<file path="config.mk">
export PLATFORM = sky130hd
export DESIGN_NAME = riscv_mem_arbiter
export DESIGN_NICKNAME = d
export VERILOG_FILES = /design/src/rtl/riscv_mem_arbiter.sv
export SDC_FILE = /design/constraint.sdc
export NUM_CORES = 1
export LEC_CHECK = 0
export BUFFER_PORTS_ARGS = -buffer_cell sky130_fd_sc_hd__clkbuf_2
export CORE_AREA = 2 2 109 111
export CTS_BUF_LIST = sky130_fd_sc_hd__clkbuf_16
export DETAILED_ROUTE_END_ITERATION = 10
export DIE_AREA = 0 0 111 113
export PLACE_DENSITY = 0.68
export SETUP_SLACK_MARGIN = 0.5
export SLEW_MARGIN = 20
export SYNTH_ARGS = -nofsm -noshare
export SYNTH_HDL_FRONTEND = slang
export SYNTH_SLANG_ARGS = --single-unit
export TNS_END_PERCENT = 30
</file>
<file path="constraint.sdc">
create_clock -name clk -period 1.34 [get_ports clk]
set_input_delay 0.134 -clock clk [delete_from_list [all_inputs] [get_ports clk]]
set_output_delay 0.134 -clock clk [all_outputs]
set_load 0.02 [all_outputs]
</file>
<file path="src/rtl/riscv_mem_arbiter.sv">
// rtl/riscv_mem_arbiter.sv - unified memory port arbiter for the IF and MEM stages
//
// Purpose:
//   Shares a single memory port between instruction fetch (IF) and data
//   access (D). Only one transaction is outstanding at a time: IDLE picks a
//   winner and latches its command, REQ presents it until mem_ready, and WAIT
//   waits for mem_rvalid. The response is routed combinationally to the owner.
//   D normally wins when both stages request.
//
// Optional feature:
//   ARB_STARVE_GUARD_EN - when defined, a saturating streak counter counts D
//   grants made while a fetch was pending; once it reaches STARVE_LIMIT the
//   next contested grant goes to IF. When undefined, D has strict priority.
//
// Ports:
//   clk, reset                         clock, synchronous active-high reset
//   if_req/if_addr/if_flush            fetch request, address, redirect
//   if_rdata/if_rvalid/if_stall        fetch response and stall flag
//   d_req/d_we/d_addr/d_wdata/d_be     data request and command
//   d_rdata/d_rvalid/d_stall           data response and stall flag
//   mem_req/mem_we/mem_addr/
//   mem_wdata/mem_be                   registered memory command
//   mem_ready                          command accepted when mem_req & mem_ready
//   mem_rvalid/mem_rdata               memory response
module riscv_mem_arbiter #(
  parameter int XLEN         = 32,
  parameter int STARVE_LIMIT = 4
) (
  input  logic              clk,
  input  logic              reset,
  input  logic              if_req,
  input  logic [XLEN-1:0]   if_addr,
  input  logic              if_flush,
  output logic [XLEN-1:0]   if_rdata,
  output logic              if_rvalid,
  output logic              if_stall,
  input  logic              d_req,
  input  logic              d_we,
  input  logic [XLEN-1:0]   d_addr,
  input  logic [XLEN-1:0]   d_wdata,
  input  logic [XLEN/8-1:0] d_be,
  output logic [XLEN-1:0]   d_rdata,
  output logic              d_rvalid,
  output logic              d_stall,
  output logic              mem_req,
  output logic              mem_we,
  output logic [XLEN-1:0]   mem_addr,
  output logic [XLEN-1:0]   mem_wdata,
  output logic [XLEN/8-1:0] mem_be,
  input  logic              mem_ready,
  input  logic              mem_rvalid,
  input  logic [XLEN-1:0]   mem_rdata
);

  localparam int BEW = XLEN / 8;

  typedef enum logic [1:0] {
    S_IDLE = 2'd0,
    S_REQ  = 2'd1,
    S_WAIT = 2'd2
  } state_e;

  typedef enum logic {
    OWN_IF = 1'b0,
    OWN_D  = 1'b1
  } owner_e;

  state_e            state_q, state_d;
  owner_e            owner_q, owner_d;
  logic              drop_q, drop_d;
  logic              mem_req_q, mem_req_d;
  logic              mem_we_q, mem_we_d;
  logic [XLEN-1:0]   mem_addr_q, mem_addr_d;
  logic [XLEN-1:0]   mem_wdata_q, mem_wdata_d;
  logic [BEW-1:0]    mem_be_q, mem_be_d;

  logic              grant_if;
  logic              grant_d;
  logic              pick_d;
  logic              starve_force;
  logic              resp_fire;

`ifdef ARB_STARVE_GUARD_EN
  localparam int SW = (STARVE_LIMIT < 2) ? 1 : $clog2(STARVE_LIMIT + 1);
  localparam logic [SW-1:0] STREAK_MAX = SW'(STARVE_LIMIT);

  logic [SW-1:0] streak_q, streak_d;

  // IF is forced to win only when it actually competes with D.
  assign starve_force = if_req && (streak_q == STREAK_MAX);

  always_comb begin
    streak_d = streak_q;
    if (grant_if) begin
      streak_d = '0;
    end else if (grant_d && if_req && (streak_q != STREAK_MAX)) begin
      streak_d = streak_q + 1'b1;
    end
  end

  always_ff @(posedge clk) begin
    if (reset) begin
      streak_q <= '0;
    end else begin
      streak_q <= streak_d;
    end
  end
`else
  assign starve_force = 1'b0;
`endif

  // With d_req low this is 0, so IF takes the port whenever it alone requests.
  assign pick_d    = d_req && !starve_force;

  assign resp_fire = (state_q == S_WAIT) && mem_rvalid;

  always_comb begin
    state_d     = state_q;
    owner_d     = owner_q;
    drop_d      = drop_q;
    mem_req_d   = mem_req_q;
    mem_we_d    = mem_we_q;
    mem_addr_d  = mem_addr_q;
    mem_wdata_d = mem_wdata_q;
    mem_be_d    = mem_be_q;
    grant_if    = 1'b0;
    grant_d     = 1'b0;

    case (state_q)
      S_IDLE: begin
        drop_d = 1'b0;
        if (d_req || if_req) begin
          state_d   = S_REQ;
          mem_req_d = 1'b1;
          if (pick_d) begin
            grant_d     = 1'b1;
            owner_d     = OWN_D;
            mem_we_d    = d_we;
            mem_addr_d  = d_addr;
            mem_wdata_d = d_wdata;
            mem_be_d    = d_be;
          end else begin
            grant_if    = 1'b1;
            owner_d     = OWN_IF;
            mem_we_d    = 1'b0;
            mem_addr_d  = if_addr;
            mem_wdata_d = '0;
            mem_be_d    = '1;
          end
        end
      end

      S_REQ: begin
        if (mem_ready) begin
          state_d   = S_WAIT;
          mem_req_d = 1'b0;
        end
      end

      S_WAIT: begin
        if (mem_rvalid) begin
          state_d = S_IDLE;
          drop_d  = 1'b0;
        end
      end

      default: begin
        state_d   = S_IDLE;
        mem_req_d = 1'b0;
        drop_d    = 1'b0;
      end
    endcase

    // A redirect while our fetch is in flight poisons its response. When the
    // response lands in the same cycle the flag is not needed: the pulse is
    // masked directly below and the FSM is leaving WAIT anyway.
    if (if_flush && (owner_q == OWN_IF) && (state_q != S_IDLE) && !resp_fire) begin
      drop_d = 1'b1;
    end
  end

  always_ff @(posedge clk) begin
    if (reset) begin
      state_q     <= S_IDLE;
      owner_q     <= OWN_IF;
      drop_q      <= 1'b0;
      mem_req_q   <= 1'b0;
      mem_we_q    <= 1'b0;
      mem_addr_q  <= '0;
      mem_wdata_q <= '0;
      mem_be_q    <= '0;
    end else begin
      state_q     <= state_d;
      owner_q     <= owner_d;
      drop_q      <= drop_d;
      mem_req_q   <= mem_req_d;
      mem_we_q    <= mem_we_d;
      mem_addr_q  <= mem_addr_d;
      mem_wdata_q <= mem_wdata_d;
      mem_be_q    <= mem_be_d;
    end
  end

  assign mem_req   = mem_req_q;
  assign mem_we    = mem_we_q;
  assign mem_addr  = mem_addr_q;
  assign mem_wdata = mem_wdata_q;
  assign mem_be    = mem_be_q;

  // Responses are only honoured in WAIT, so stray or post-reset mem_rvalid
  // pulses never reach either requester.
  assign d_rvalid  = resp_fire && (owner_q == OWN_D);
  assign d_rdata   = d_rvalid ? mem_rdata : '0;
  assign if_rvalid = resp_fire && (owner_q == OWN_IF) && !drop_q && !if_flush;
  assign if_rdata  = if_rvalid ? mem_rdata : '0;

  assign if_stall  = if_req && !if_rvalid;
  assign d_stall   = d_req && !d_rvalid;

endmodule

</file>
-- Word level (Yosys, flattened, before mapping)
Cells that the tools add are included.
- bits in registers: 74
- latch bits: 0
- RAM bits: 0
- ROM bits: 0
- bits of input ports: 140
- output and inout port bits: 138
- logic and storage cells: 56
- memories: 0
- add/subtract/negate cells: 0
- multipliers: 0
- div/mod/pow operators: 0
- $lt $le $gt $ge: 0
- eq/ne operators: 7
- shift operators: 0
- mux-type cells: 17
- bitwise operators: 2
- reductions and logical operators: 22
- operators with widths (operator ; count):
    $mux 32 ; 4
    $logic_and 1x1->1 ; 10
    $ne 2x2->1 const B ; 4
    $mux 1 ; 6
    $mux 2 ; 3
    $pmux 2 s3 ; 1
    $reduce_and 3->1 ; 2
    $logic_not 1->1 ; 5
    $mux 4 ; 1
    $reduce_and 2->1 ; 2
    $ne 3x2->1 const B ; 1
    $pmux 1 s3 ; 1
    $eq 2x1->1 const B ; 1
    $eq 2x2->1 const B ; 1
    $logic_not 2->1 ; 1
    $not 1->1 ; 2
    $pmux 1 s2 ; 1
    $reduce_bool 2->1 ; 1
    $logic_or 1x1->1 ; 1

-- Logic depth before layout (Yosys ltp)
Gate-level depths: netlist of run 1.
- word-level depth: 7
- depth in mapped cells: 6
- gate-level depth less buffers: 3

-- Worst setup path after synthesis of run 1
Ideal clock, no wire load.
- kind: register -> output
- start point: reg state_q[1]
- end point: out if_rdata[22]
- data arrival time: 1298 ps
- data required time: 1206 ps
- setup slack: -92 ps
- cell stages (with the launch flop): 6
- path through: dfxtp_1 buf_4 nand3b_4 nor4_4 buf_6 and2_1
- longest elaborated chain between the ends: 6
- ends and longest elaborated chain (what ; RTL line ; text):
    start: declaration ; 68 ; state_e state_q, state_d;
    start signal: assignment ; 193 ; state_q <= state_d;
    $eq 2x2->1 ; 115 ; assign resp_fire = (state_q == S_WAIT) && mem_rvalid;
    $logic_and 1x1->1 ; 115 ;
    $logic_and 1x1->1 (3 in a row) ; 214 ; assign if_rvalid = resp_fire && (owner_q == OWN_IF) && !drop_q && !if_flush;
    via if_rvalid ; 35 ; output logic if_rvalid,
    $mux 32 ; 215 ; assign if_rdata = if_rvalid ? mem_rdata : '0;
    end: declaration ; 34 ; output logic [XLEN-1:0] if_rdata,
The timed path passes the listed nets, and every way through them passes these cells.

-- Worst setup path after layout of run 1
- start point: reg state_q[0]
- end point: out d_rdata[8]
- longest elaborated chain between the ends: 4
- ends and longest elaborated chain (what ; RTL line ; text):
    $eq 2x2->1 ; 115 ;
    $logic_and 1x1->1 ; 115 ;
    $logic_and 1x1->1 ; 212 ; assign d_rvalid = resp_fire && (owner_q == OWN_D);
    $mux 32 ; 213 ; assign d_rdata = d_rvalid ? mem_rdata : '0;
    end: declaration ; 42 ; output logic [XLEN-1:0] d_rdata,
No other way between the ends.

==> metrics.log, run 1 <==
INFO  metric design.final.nets = 827
INFO  metric clockBufferDepth = 2
INFO  metric syn_area_per_cell = 8.56 um2
INFO  metric synthesis.area = 3540 um2
INFO  metric post_drt_via_cell_ratio = 4.94
INFO  metric vias = 4120
INFO  metric cts_tree = built
INFO  metric height_of_the_die = 113 um
INFO  metric timing_worst_slew_pin_value = 0.443 ns
INFO  metric synth_top_cells_by_area = sky130_fd_sc_hd__dfxtp_1, sky130_fd_sc_hd__and2_1, sky130_fd_sc_hd__a21oi_1
INFO  metric synth_most_common_cell = sky130_fd_sc_hd__dfxtp_1
INFO  metric worst-endpoint-required = 1.21 ns
INFO  metric cts_inserted_buffers = 9
INFO  metric combPwrFrac = 26.9%
INFO  metric synth_area_leader_cell = sky130_fd_sc_hd__dfxtp_1
INFO  metric detailedRoute.firstIterationViolations = 167
INFO  metric crit_chain = nand3b_4 > buf_4 > nor2_4 > clkbuf_16 > and2_1 > clkbuf_8
INFO  metric worst_setup_end_kind = output port
INFO  metric globalplace.congestion = 0.982
INFO  metric setup.reg_to_reg.worst_slack = 0 ns
INFO  metric grt_overflow = 0
INFO  metric worst-path-max-fanout = 17
INFO  metric power.share.sequential = 39.1%
INFO  metric max_freq = 0.581 GHz
INFO  metric vdd.ir_drop.worst = 635 uV
INFO  metric timing.final.setup_violations = 70
INFO  metric ys_warn_count = 0
INFO  metric final_critical_path_setup_slack = -0.382 ns
INFO  metric h-tree-depth = 3
INFO  metric worst_rel_slew_slack = 70.5%
INFO  metric antenna_left = 0
INFO  metric start_kind = flop
INFO  metric finClkSkew = 0.00637 ns
INFO  metric clk_pin_slew_worst_paths = 0.06 ns
INFO  metric grt.total_usage = 20.5%
INFO  metric fin_hold_ws = 0.0283 ns
INFO  metric netlist.area_leader.share = 41.8%
INFO  metric detailed_place_hpwl = 9.59 mm
INFO  metric num_rows = 39
INFO  metric min_period_over_period = 129%
INFO  metric chipWidth = 111 um
INFO  metric power.share.switching = 28.7%
INFO  metric netSwitchingPower = 0.00189 W
INFO  metric yosysUniqueCellTypes = 25
INFO  metric setup.worst_path.class = flop to output port
INFO  metric fp.coreArea = 11300 um2
INFO  metric drcViolationCount = 0
INFO  metric ys.flop_type = sky130_fd_sc_hd__dfxtp_1
INFO  metric grt_first_pass_wirelength = 21.0 mm
INFO  metric synthesis.instances = 414
INFO  metric yosys-top-cells-count = sky130_fd_sc_hd__dfxtp_1, sky130_fd_sc_hd__a21oi_1, sky130_fd_sc_hd__and2_1, sky130_fd_sc_hd__o21ai_0, sky130_fd_sc_hd__nand2_1
INFO  metric finalCriticalPeriod = 1.72 ns
INFO  metric share_clk_of_total_power = 34.1%
INFO  metric wl_per_cell = 17.0 um
INFO  metric slowest_stage_cell_crit_path = sky130_fd_sc_hd__dfxtp_2
INFO  metric violations_in_the_final_reports = negative setup slack
INFO  metric synth_async_sr_flop_share = 0%
INFO  metric p_int = 0.00470 W
INFO  metric clkLatencyLatePin = 0.32 ns
INFO  metric grt_antenna_before_repair = 0
INFO  metric number_of_global_route_vias_before_repair = 4091
INFO  metric max_cap_violations = 0
INFO  metric final-hold-violation-count = 0
INFO  metric final_core_utilization = 60.6%
INFO  metric worst_hold_path_class = primary input to flop
INFO  metric rsz0062_at_grt = true
INFO  metric synth_nets = 554
INFO  metric synth-seq-cells = 74
INFO  metric timing.critical_path.slowest_cell_delay = 0.32 ns
INFO  metric powerDensity = 965 nW/um2
INFO  metric initial_utilization = 31.4%
INFO  metric crit_arrival = 1.59 ns
INFO  metric port_buffers = 277
INFO  metric synth_edf_count = 0
INFO  metric largest_net_degree_at_the_start_of_global_routing = 41
INFO  metric die_area = 12500 um2
INFO  metric outcome = finished with violations
INFO  metric leakage = 3.19 nW
INFO  metric share_of_final_layout_standard_cells_stronger_than_drive_strength_1 = 59.8%
INFO  metric area_delta_synth_final = 93.0%
INFO  metric clock-root-buffer = sky130_fd_sc_hd__clkbuf_16
INFO  metric postRouteWirelength = 14.2 mm
INFO  metric final_max_slew_viol_count = 0
INFO  metric ys_seq_area_share = 41.8%
INFO  metric 1st_pass_router_iterations = 4
INFO  metric io_pins = 278
INFO  metric antenna_cells = 0
INFO  metric cts_sinks = 74
[critical path, delay by kind of cell (launching register included)]
family,cells,cell delay (ns)
buffers and inverters,3,0.49
DFF,1,0.32
and+or+nand+nor,3,0.46
[state kept, by name, summed over array words and instances, names as in the netlist]
register,flops
drop_q,1
state_q,2
mem_wdata,32
mem_req,1
mem_we,1
mem_be,4
owner_q,1
mem_addr,32
[area by class of cell]
type,instances,area [um2]
clock buffer,9,225
sequential,74,1520
multi-input combinational,298,2010
clock inverter,6,51.3
tap,143,179
fill,911,4440
inverter,2,7.51
timing repair buffer,302,2840
[through the flow]
step / setup TNS, ns / total power, W / setup WS, ns / instances / instance area, um2
2_1_floorplan: -1.66 / 0.00336 / -0.0816 / 414 / 3640
3_3_place_gp: -0.798 / 0.00395 / -0.0203 / 811 / 5210
3_5_place_dp: -3.33 / 0.00399 / -0.0698 / 811 / 5210
4_1_cts: -21.30 / 0.00644 / -0.373 / 828 / 6360
5_1_grt: -29.55 / 0.00691 / -0.469 / 834 / 6840
6_report: -22.80 / 0.00660 / -0.382 / 834 / 6840
[placed cells by master (no fill, tap or decap), types with 2 or more instances in the layout]
cell                        Yosys  routed
sky130_fd_sc_hd__clkbuf_16      0      12
sky130_fd_sc_hd__clkinv_2       0       2
sky130_fd_sc_hd__mux2i_1       32      32
sky130_fd_sc_hd__dfxtp_1       74      48
sky130_fd_sc_hd__a22oi_1        2       2
sky130_fd_sc_hd__clkbuf_2       0     141
sky130_fd_sc_hd__a21oi_1       72      71
sky130_fd_sc_hd__buf_12         0       8
sky130_fd_sc_hd__nor2_1         8       8
sky130_fd_sc_hd__buf_8          0      57
sky130_fd_sc_hd__buf_4          3      17
sky130_fd_sc_hd__nand2_1       34      34
sky130_fd_sc_hd__inv_1          2       4
sky130_fd_sc_hd__and2_1        64       8
sky130_fd_sc_hd__a211oi_1      32      31
sky130_fd_sc_hd__and2_2         0      10
sky130_fd_sc_hd__clkbuf_8       0      28
sky130_fd_sc_hd__nor3_1         5       5
sky130_fd_sc_hd__nor2b_1        2       2
sky130_fd_sc_hd__o21ai_2        0       5
sky130_fd_sc_hd__buf_6          5      47
sky130_fd_sc_hd__nor2_4         1       3
sky130_fd_sc_hd__and2_4         0      46
sky130_fd_sc_hd__dfxtp_2        0      25
sky130_fd_sc_hd__o21ai_1        0      30
[power groups by stage]
stage / registers [W] / logic (W) / clock network, W
global route: 0.00260 / 0.00190 / 0.00241
global placement: 0.00255 / 0.00141 / 0
finish: 0.00258 / 0.00177 / 0.00225
floorplan: 0.00278 / 0.000585 / 0
CTS: 0.00253 / 0.00160 / 0.00231
detailed placement: 0.00255 / 0.00144 / 0
[timing repair]
item,in CTS,in global routing
setup endpoints to repair,212,212
gates cloned,1,4
resized for setup,235,221
pin swaps,34,4
buffers inserted,1,2
hold buffers,0,0
hold endpoints to repair,0,0
[routing by layer]
metal	part of all wire [%]	vias to the layer above	global-route usage, %
met3	5.6	34	4.34
met4	4.2	0	7.58
met5	0	-	0
met2	52	175	37.7
met1	38	1906	23.6
li1	-	2005	-
[logic make-up (layout without fill, tap and decap cells)]
| family | count (synthesis) | count (layout) | synth area share (%) |
|---|---|---|---|
| AOI/OAI and AO/OA | 142 | 142 | 22.6 |
| and+or+nand+nor | 124 | 124 | 20.2 |
| DFF | 74 | 74 | 41.8 |
| buffers and inverters | 42 | 319 | 6.32 |
| muxes | 32 | 32 | 9.04 |
[path summary, 6_finish.rpt]
path,from,endpoint,depth (start not counted)
max,state_q[0],d_rdata[8],6
min,d_we,mem_we,3
max reg2reg,state_q[1],mem_addr[1],6
min reg2reg,mem_wdata[2],mem_wdata[2],2
Power figures use the tool's default switching activity.
==> run 2, diff against run 1 <==
--- a/config.mk
+++ b/config.mk
@@ -6,11 +6,11 @@
 export NUM_CORES = 1
 export LEC_CHECK = 0
 export BUFFER_PORTS_ARGS = -buffer_cell sky130_fd_sc_hd__clkbuf_2
-export CORE_AREA = 2 2 109 111
+export CORE_AREA = 2 2 106 108
 export CTS_BUF_LIST = sky130_fd_sc_hd__clkbuf_16
 export DETAILED_ROUTE_END_ITERATION = 10
-export DIE_AREA = 0 0 111 113
-export PLACE_DENSITY = 0.68
+export DIE_AREA = 0 0 108 110
+export PLACE_DENSITY = 0.69
 export SETUP_SLACK_MARGIN = 0.5
 export SLEW_MARGIN = 20
 export SYNTH_ARGS = -nofsm -noshare
==> constraint.sdc (replaced) <==
create_clock -name clk -period 1.85 [get_ports clk]
set_input_delay 0.185 -clock clk [delete_from_list [all_inputs] [get_ports clk]]
set_output_delay 0.185 -clock clk [all_outputs]
set_load 0.02 [all_outputs]
==> metrics.log, run 2 (same netlist as run 1, synthesis figures left out) <==
INFO  metric rsz0062_at_grt = true
INFO  metric die_area = 11900 um2
INFO  metric timing_worst_slew_pin_value = 0.648 ns
INFO  metric crit_cells = 6
INFO  metric design.final.nets = 822
INFO  metric crit_arrival = 1.55 ns
INFO  metric globalplace.congestion = 0.754
INFO  metric final-instance-count-excl-fill = 828
INFO  metric vias = 4049
INFO  metric max_cap_violations = 0
INFO  metric post_drt_via_cell_ratio = 4.89
INFO  metric layout.cells.most_common_list = sky130_fd_sc_hd__clkbuf_2, sky130_fd_sc_hd__a21oi_1, sky130_fd_sc_hd__dfxtp_1, sky130_fd_sc_hd__o21ai_0, sky130_fd_sc_hd__nand2_1
INFO  metric start_kind = flop
INFO  metric outcome = complete, no violations
INFO  metric cts_inserted_buffers = 9
INFO  metric setup-tns-final = 0 ns
INFO  metric chipWidth = 108 um
INFO  metric clock-root-buffer = sky130_fd_sc_hd__clkbuf_16
INFO  metric h-tree-depth = 3
INFO  metric mostFrequentLayoutCell = sky130_fd_sc_hd__clkbuf_2
INFO  metric number_of_global_route_vias_before_repair = 3836
INFO  metric path_delay_family = buffers and inverters
INFO  metric cts_tree = built
INFO  metric detailed_place_hpwl = 9.44 mm
INFO  metric timing.final.setup_violations = 0
INFO  metric grt_antenna_before_repair = 2
INFO  metric antenna_left = 0
INFO  metric cts_sinks = 74
INFO  metric clkLatencyLatePin = 0.32 ns
INFO  metric finClkSkew = 0.00554 ns
INFO  metric worst_setup_end_kind = output port
INFO  metric wl_per_cell = 15.4 um
INFO  metric crit_chain = nand3b_4 > nor4_4 > buf_6 > buf_8 > and2_2 > clkbuf_4
INFO  metric place_area = 5070 um2
INFO  metric worst_rel_slew_slack = 56.7%
INFO  metric port_buffers = 277
INFO  metric fp.coreArea = 10700 um2
INFO  metric largest_net_degree_at_the_start_of_global_routing = 38
INFO  metric grt.total_usage = 20.2%
INFO  metric finalCriticalPeriod = 1.74 ns
INFO  metric detailedRoute.firstIterationViolations = 274
INFO  metric max_freq = 0.576 GHz
INFO  metric final_max_slew_viol_count = 0
INFO  metric min_period_over_period = 93.8%
INFO  metric share_of_final_layout_standard_cells_stronger_than_drive_strength_1 = 51.5%
INFO  metric stdcell_area = 5830 um2
INFO  metric dp_cells = 804
INFO  metric powerDensity = 841 nW/um2
INFO  metric height_of_the_die = 110 um
INFO  metric postRouteWirelength = 12.7 mm
INFO  metric timing.critical_path.slowest_cell_delay = 0.31 ns
INFO  metric io_pins = 278
INFO  metric worst-path-max-fanout = 9
INFO  metric 1st_pass_router_iterations = 4
INFO  metric whs_path_depth = 3
INFO  metric slowest_stage_cell_crit_path = sky130_fd_sc_hd__dfxtp_2
INFO  metric worst_hold_path_class = primary input to flop
INFO  metric grt_first_pass_wirelength = 18.8 mm
INFO  metric final_critical_path_setup_slack = 0.114 ns
INFO  metric clockBufferDepth = 2
INFO  metric worst-path-buf-inv = 3
INFO  metric initial_utilization = 33.1%
INFO  metric worst-endpoint-required = 1.66 ns
INFO  metric num_rows = 38
INFO  metric area_delta_synth_final = 64.6%
INFO  metric setup.worst_path.class = flop to output port
INFO  metric leakage = 2.91 nW
INFO  metric worstRegToRegCells = 5
INFO  metric drcViolationCount = 0
INFO  metric cts.hold.buffers_added = 0
INFO  metric vdd.ir_drop.worst = 472 uV
INFO  metric detailedPlace.worstSlack = -0.00469 ns
INFO  metric clk_pin_slew_worst_paths = 0.06 ns
INFO  metric fin_hold_ws = 0.0820 ns
INFO  metric grt_overflow = 0
INFO  metric final-hold-violation-count = 0
==> run 2: stage by stage <==
stage / power, W / util [%]
3_5_place_dp: 0.00285 / 47.4
4_1_cts: 0.00496 / 53.9
6_report: 0.00490 / 54.5
5_1_grt: 0.00513 / 54.5
3_3_place_gp: 0.00283 / 47.4
2_1_floorplan: 0.00243 / -
==> run 2: final cells by class <==
| class | instances | area (um2) |
|---|---|---|
| diodes | 1 | 2.50 |
| clock buffers | 9 | 225 |
| clock inverters | 7 | 133 |
| fillers | 980 | 4870 |
| inverters | 2 | 7.51 |
| multi-input cells | 298 | 1920 |
| flip-flops and latches | 74 | 1490 |
| well taps | 140 | 175 |
| repair buffers | 297 | 1880 |
==> run 2: power by group <==
group	leakage, nW	internal (W)	switching [W]
clock network	0.178	0.00144	0.000628
registers	0.612	0.00174	0.0000762
logic	2.12	0.000410	0.000607
==> run 2: final timing paths <==
check / slack (ns) / from / end
worst min register to register: 0.48 / mem_wdata[27] / mem_wdata[27]
worst min-delay path: 0.08 / d_wdata[10] / mem_wdata[10]
worst max register to register: 0.29 / state_q[1] / mem_wdata[6]
worst max-delay path: 0.11 / state_q[0] / if_rdata[8]
==> run 2: per-layer routing <==
metal | global-route usage (%) | part of all wire, % | up-vias
met5 | 0 | 0 | -
met4 | 7.78 | 2.6 | 0
met3 | 5.41 | 8.4 | 18
met2 | 38.1 | 53 | 179
met1 | 21.4 | 36 | 1868
li1 | - | - | 1984
==> run 2: worst min-delay path, stage by stage <==
cell                       delay, ns
sky130_fd_sc_hd__clkbuf_2       0.08
sky130_fd_sc_hd__nand2_1        0.04
sky130_fd_sc_hd__a21oi_1        0.05
==> run 2: repair_timing <==
item,in CTS,in global routing
cloned,4,0
setup buffers,2,1
endpoints found under the setup margin,125,138
resized for setup,67,29
pin swaps,1,11
